<file path="src/rtl/sdr_wb_pkg.sv">
// Shared constants and state type for the Wishbone master
// that feeds the SDRAM controller slave port.
package sdr_wb_pkg;

  localparam logic [2:0] CTI_CLASSIC = 3'b000;
  localparam logic [2:0] CTI_INCR    = 3'b010;
  localparam logic [2:0] CTI_END     = 3'b111;

  typedef enum logic [1:0] {
    WAIT_INIT,
    IDLE,
    BUS
  } wbm_state_t;

endpackage

</file>
<file path="src/rtl/wb_ack_timeout.sv">
// Per-beat ack watchdog: counts cycles with stb high and no ack,
// pulses expire on the cycle the count would reach TIMEOUT.
module wb_ack_timeout #(
  parameter int TIMEOUT = 255
) (
  input  logic wb_clk_i,
  input  logic wb_rst_i,
  input  logic run,
  input  logic clr,
  output logic expire
);

  localparam int CW = $clog2(TIMEOUT + 1);

  logic [CW-1:0] r_cnt;

  // Fires during the TIMEOUT-th stb cycle so the abort shows next cycle
  assign expire = run & ~clr & (r_cnt == CW'(TIMEOUT - 1));

  always_ff @(posedge wb_clk_i or posedge wb_rst_i) begin
    if (wb_rst_i) begin
      r_cnt <= '0;
    end else if (clr || expire) begin
      r_cnt <= '0;
    end else if (run) begin
      r_cnt <= r_cnt + CW'(1);
    end
  end

endmodule

</file>
<file path="src/rtl/wb_sdr_master.sv">
// Wishbone burst master: command stream in, incrementing bursts out,
// read beats returned on a response stream, ack timeout abort.
module wb_sdr_master
  import sdr_wb_pkg::*;
#(
  parameter int dw      = 32,
  parameter int APP_AW  = 26,
  parameter int LEN_W   = 4,
  parameter int TIMEOUT = 255
) (
  input  logic              wb_clk_i,
  input  logic              wb_rst_i,
  input  logic              sdr_init_done,
  input  logic              cmd_valid,
  output logic              cmd_ready,
  input  logic              cmd_we,
  input  logic [APP_AW-1:0] cmd_addr,
  input  logic [LEN_W-1:0]  cmd_len,
  input  logic [dw/8-1:0]   cmd_sel,
  input  logic              wdat_valid,
  output logic              wdat_ready,
  input  logic [dw-1:0]     wdat,
  output logic              rsp_valid,
  output logic [dw-1:0]     rsp_data,
  output logic              rsp_last,
  output logic              done,
  output logic              err,
  output logic              wb_cyc_i,
  output logic              wb_stb_i,
  output logic              wb_we_i,
  output logic [APP_AW-1:0] wb_addr_i,
  output logic [dw-1:0]     wb_dat_i,
  output logic [dw/8-1:0]   wb_sel_i,
  output logic [2:0]        wb_cti_i,
  input  logic              wb_ack_o,
  input  logic [dw-1:0]     wb_dat_o
);

  localparam int BW = dw / 8;

  wbm_state_t r_state, w_next;

  logic              r_we;
  logic              r_single;
  logic              r_full;
  logic [APP_AW-1:0] r_addr;
  logic [BW-1:0]     r_sel;
  logic [LEN_W-1:0]  r_rem;
  logic [dw-1:0]     r_wdat;
  logic              r_rsp_valid;
  logic              r_rsp_last;
  logic [dw-1:0]     r_rsp_data;
  logic              r_done;
  logic              r_err;

  logic w_bus;
  logic w_stb;
  logic w_ack;
  logic w_last;
  logic w_accept;
  logic w_wtake;
  logic w_expire;

  assign w_bus    = (r_state == BUS);
  assign w_stb    = w_bus & (~r_we | r_full);
  assign w_ack    = w_stb & wb_ack_o;
  assign w_last   = (r_rem == LEN_W'(1));
  assign w_accept = cmd_valid & cmd_ready;
  assign w_wtake  = wdat_valid & wdat_ready;

  wb_ack_timeout #(
    .TIMEOUT (TIMEOUT)
  ) u_tmo (
    .wb_clk_i (wb_clk_i),
    .wb_rst_i (wb_rst_i),
    .run      (w_stb),
    .clr      (~w_bus | w_ack),
    .expire   (w_expire)
  );

  always_ff @(posedge wb_clk_i or posedge wb_rst_i) begin
    if (wb_rst_i) begin
      r_state <= WAIT_INIT;
    end else begin
      r_state <= w_next;
    end
  end

  always_comb begin
    w_next    = r_state;
    cmd_ready = 1'b0;
    unique case (r_state)
      WAIT_INIT: begin
        if (sdr_init_done) w_next = IDLE;
      end
      IDLE: begin
        cmd_ready = 1'b1;
        if (cmd_valid) w_next = BUS;
      end
      BUS: begin
        if ((w_ack && w_last) || w_expire) w_next = IDLE;
      end
      default: w_next = WAIT_INIT;
    endcase
  end

  always_ff @(posedge wb_clk_i or posedge wb_rst_i) begin
    if (wb_rst_i) begin
      r_we        <= 1'b0;
      r_single    <= 1'b0;
      r_full      <= 1'b0;
      r_addr      <= '0;
      r_sel       <= '0;
      r_rem       <= '0;
      r_wdat      <= '0;
      r_rsp_valid <= 1'b0;
      r_rsp_last  <= 1'b0;
      r_rsp_data  <= '0;
      r_done      <= 1'b0;
      r_err       <= 1'b0;
    end else begin
      r_rsp_valid <= 1'b0;
      r_rsp_last  <= 1'b0;
      r_done      <= 1'b0;
      r_err       <= 1'b0;
      if (w_accept) begin
        r_we     <= cmd_we;
        r_addr   <= cmd_addr & ~APP_AW'(BW - 1);
        r_sel    <= cmd_sel;
        r_rem    <= (cmd_len == '0) ? LEN_W'(1) : cmd_len;
        r_single <= (cmd_len <= LEN_W'(1));
        r_full   <= 1'b0;
      end
      if (w_wtake) begin
        r_full <= 1'b1;
        r_wdat <= wdat;
      end
      if (w_ack) begin
        r_addr <= r_addr + APP_AW'(BW);
        r_rem  <= r_rem - LEN_W'(1);
        r_full <= 1'b0;
        if (!r_we) begin
          r_rsp_valid <= 1'b1;
          r_rsp_data  <= wb_dat_o;
          r_rsp_last  <= w_last;
        end
        if (w_last) r_done <= 1'b1;
      end
      // Abort drops any held write beat
      if (w_expire) begin
        r_done <= 1'b1;
        r_err  <= 1'b1;
        r_full <= 1'b0;
      end
    end
  end

  assign wdat_ready = w_bus & r_we & ~r_full;
  assign rsp_valid  = r_rsp_valid;
  assign rsp_data   = r_rsp_data;
  assign rsp_last   = r_rsp_last;
  assign done       = r_done;
  assign err        = r_err;

  assign wb_cyc_i  = w_bus;
  assign wb_stb_i  = w_stb;
  assign wb_we_i   = w_bus & r_we;
  assign wb_addr_i = w_bus ? r_addr : '0;
  assign wb_dat_i  = (w_bus & r_we) ? r_wdat : '0;
  assign wb_sel_i  = w_bus ? r_sel : '0;
  assign wb_cti_i  = !w_bus   ? CTI_CLASSIC :
                     r_single ? CTI_CLASSIC :
                     w_last   ? CTI_END     : CTI_INCR;

endmodule

</file>
<file path="config.mk">
export PLATFORM = sky130hd
export DESIGN_NAME = wb_sdr_master
export DESIGN_NICKNAME = d
export VERILOG_FILES = /design/src/rtl/sdr_wb_pkg.sv /design/src/rtl/wb_ack_timeout.sv /design/src/rtl/wb_sdr_master.sv
export SDC_FILE = /design/constraint.sdc
export NUM_CORES = 1
export LEC_CHECK = 0
export BUFFER_PORTS_ARGS = -buffer_cell sky130_fd_sc_hd__buf_2
export CAP_MARGIN = 20
export CORE_UTILIZATION = 49
export CTS_CLUSTER_DIAMETER = 100
export DETAILED_ROUTE_END_ITERATION = 10
export HOLD_SLACK_MARGIN = 0.12
export PLACE_DENSITY_LB_ADDON = 0.3
export SKIP_CTS_REPAIR_TIMING = 1
export SYNTH_ARGS = -nofsm -noshare
export SYNTH_HDL_FRONTEND = slang
export SYNTH_SLANG_ARGS = --single-unit
export TNS_END_PERCENT = 10
</file>
<file path="constraint.sdc">
create_clock -name wb_clk_i -period 4.3 [get_ports wb_clk_i]
set_input_delay 0.86 -clock wb_clk_i [delete_from_list [all_inputs] [get_ports wb_clk_i]]
set_output_delay 0.86 -clock wb_clk_i [all_outputs]
set_load 0.03 [all_outputs]
</file>
==> flow_summary.toml <==
[yosys]
synth_common_cells = "dfrtp_1, mux2_2, nand2_1"
async_flop_share_pct = 100.0
synthMostInstantiatedCell = "dfrtp_1"
yosys.area.top_type = "dfrtp_1"
yosys_most_used_dff = "dfrtp_1"
ys_ff_latch = 113
synth_area_leaders = "dfrtp_1, mux2_2, and3_1"
synthDistinctLibCells = 57
syn_area_per_cell_um2 = 10.98
yosysSeqAreaShare_pct = 51.69
synth_edf_count = 0
ys_warn_count = 0
yosysTopAreaCellShare_pct = 51.69
synthesis.area_um2 = 5470
syn_inst = 498

[clock_network]
cts_root_buf = "clkbuf_8"
cts_tree = "built"
clk_path_buf_depth = 2
htreeDepth = 4
clkTransAtPathRegs_ps = 50
clk_latency_ps = 510
cts_buffers = 17
clock-sinks = 113

[sta]
timing.fmax_mhz = 282.2
fin_crit_sh_pct = 82.42
slew_headroom_pct = 40.56
final_hold_viol_count = 0
fin_crit_ps = 3544
tns_ps = 0
maxSlewViolCount = 0
fin_worst_skew_ps = 8.100
setup_viol = 0
tightest_slew_ps = 889.5
rsz0062_at_grt = "no"

[detailed_routing]
drc = 0
vias_per_cell = 5.371
first_pass_iters = 4
wl_um = 13670
post_drt_wl_per_cell_um = 16.01
dr_total_vias = 4587
ant_nets = 0
drt_iter0_drc = 322

[grt]
grt_usage_pct = 24.20
grt_max_degree = 70
grt_antenna_before_repair = 0
grt_pass1_wl_um = 21620
grt-ovfl-total = 0
grt_pass1_vias = 4534

[die]
die_y_um = 107.7
fp.dieW_um = 107.7
rows = 38
core_um2 = 10840
ios = 211
start_util_pct = 50.46
dieArea_um2 = 11590

[hold_path]
whs_endpoint = "r_sel[1]"
worstHoldPathType = "register to register"
whs_path_depth = 2
hp-start = "r_sel[1]"

[layout]
seq_area_um2 = 2828
multi_input_area_um2 = 2420
nNetsFinal = 812
fin_cells = 854
final_util_pct = 66.22
syn_to_final_growth_pct = 31.22
diodes = 0
nFillCells = 898
drive_above_1_share_pct = 44.96

[placement]
dpl.hpwl_um = 9455
port-buffer-count = 206
routabilityCongestion = 0.8556
place_inst = 822

[pwr]
powerDensity_nw_per_um2 = 732.7
p_leak_nw = 3.753
ir_drop_mv = 0.4558
power.total_mw = 5.260

[setup_path]
slowest_stage = "inv_2"
cp_slowest_stage_delay_ps = 590
cp_cell_sequence = "nand2b_1 -> inv_2 -> buf_4 -> and3_1 -> buf_2"
r2r-start = "r_state[0]"
critPathArrivalTime_ps = 2680
r2r-end = "rsp_data[8]"
crit_buf_inv = 3
start_kind = "register"
worstPathRequired_ps = 3440
path_depth = 5
cp_max_fo = 40
path_delay_family = "buffers and inverters"
rrSetupSlack_ps = 1210
reg2regPathDepth = 5
crit_path_end_kind = "output pin"
crit_type = "register to output pin"

[outcome]
outcome = "finished clean"

[flow_run]
cap_violations = 0
metrics by stage:
step	cell area, µm²	hold WS [ps]	setup WS [ps]
global placement	6554	453.5	1313
global route	7178	509.1	574.9
detailed placement	6554	458.7	1201
floorplan	5474	437.4	452.6
CTS	7151	471.9	707.6
finish	7178	473.8	756.1
logic make-up after synthesis:
group	after synthesis	share of synthesized area, %
AND/OR/NAND/NOR	206	21.27
flip-flops	113	51.69
multiplexers	66	13.54
AO/OA/AOI/OAI	58	7.182
buffers and inverters	43	4.140
XOR/XNOR	6	0.9607
adder cells (fa/ha/maj)	5	1.144
other	1	0.06855
routing by layer:
| metal | share of wire (%) | track usage [%] | wire [µm] |
|---|---|---|---|
| met4 | 1.2 | 7.339 | 170 |
| met5 | 0 | 0 | 0 |
| met2 | 50 | 39.88 | 6828 |
| met3 | 6.6 | 7.203 | 908 |
| met1 | 42 | 30.61 | 5766 |
area by class of cell:
class,count,area share [%]
Clock inverter,12,2.301
Sequential cell,113,39.39
Tap cell,140,2.440
Multi-Input combinational cell,343,33.71
Inverter,14,0.7670
Clock buffer,19,6.014
Timing Repair Buffer,213,15.37
sequential cells by signal, summed over array words and instances, names as in the netlist:
name	flops
r_addr	24
r_single	1
r_rem	4
u_tmo.r_cnt	8
rsp_data	32
r_full	1
r_state	2
done	1
rsp_valid	1
err	1
r_sel	4
rsp_last	1
r_wdat	32
r_we	1
how the worst max path moves through the flow:
stage,startpoint,to,slack [ps]
finish,r_state[0],wb_dat_i[29],760
detailed placement,r_state[0],rsp_data[8],1200
floorplan,wb_rst_i,done,450
global route,r_state[0],wb_dat_i[29],570
CTS,r_state[0],wb_dat_i[29],710
global placement,r_state[0],rsp_data[31],1310
placed cells by master (no fill, tap or decap), types with 3 or more instances in the layout:
master,netlist,layout
a21oi_1,11,11
nor2_1,29,29
mux2_2,64,64
nand3_1,17,17
and2_1,27,27
o211ai_1,7,7
buf_2,8,206
nor3_1,11,11
clkbuf_16,0,16
nand2b_1,3,3
bufinv_16,0,4
dfrtp_1,113,113
clkinv_2,0,6
nand4_1,9,9
ha_1,5,5
xor2_1,4,4
a32oi_1,3,3
o22ai_1,5,5
buf_4,6,6
and3_1,39,39
nand2_1,51,51
o21ai_0,11,11
o311ai_0,3,3
inv_1,13,12
a211oi_1,3,3
power breakdown:
group          switching [mW]  leakage [nW]  internal (mW)
logic                    1.24          2.06          0.742
clock network           0.469         0.293          0.945
registers               0.332          1.40           1.53
tightest hold or removal path: stages (launching register included):
cell	delay, ps
dfrtp_1	340
nand2_1	50
nand2_1	50
Power figures use the tool's default switching activity.
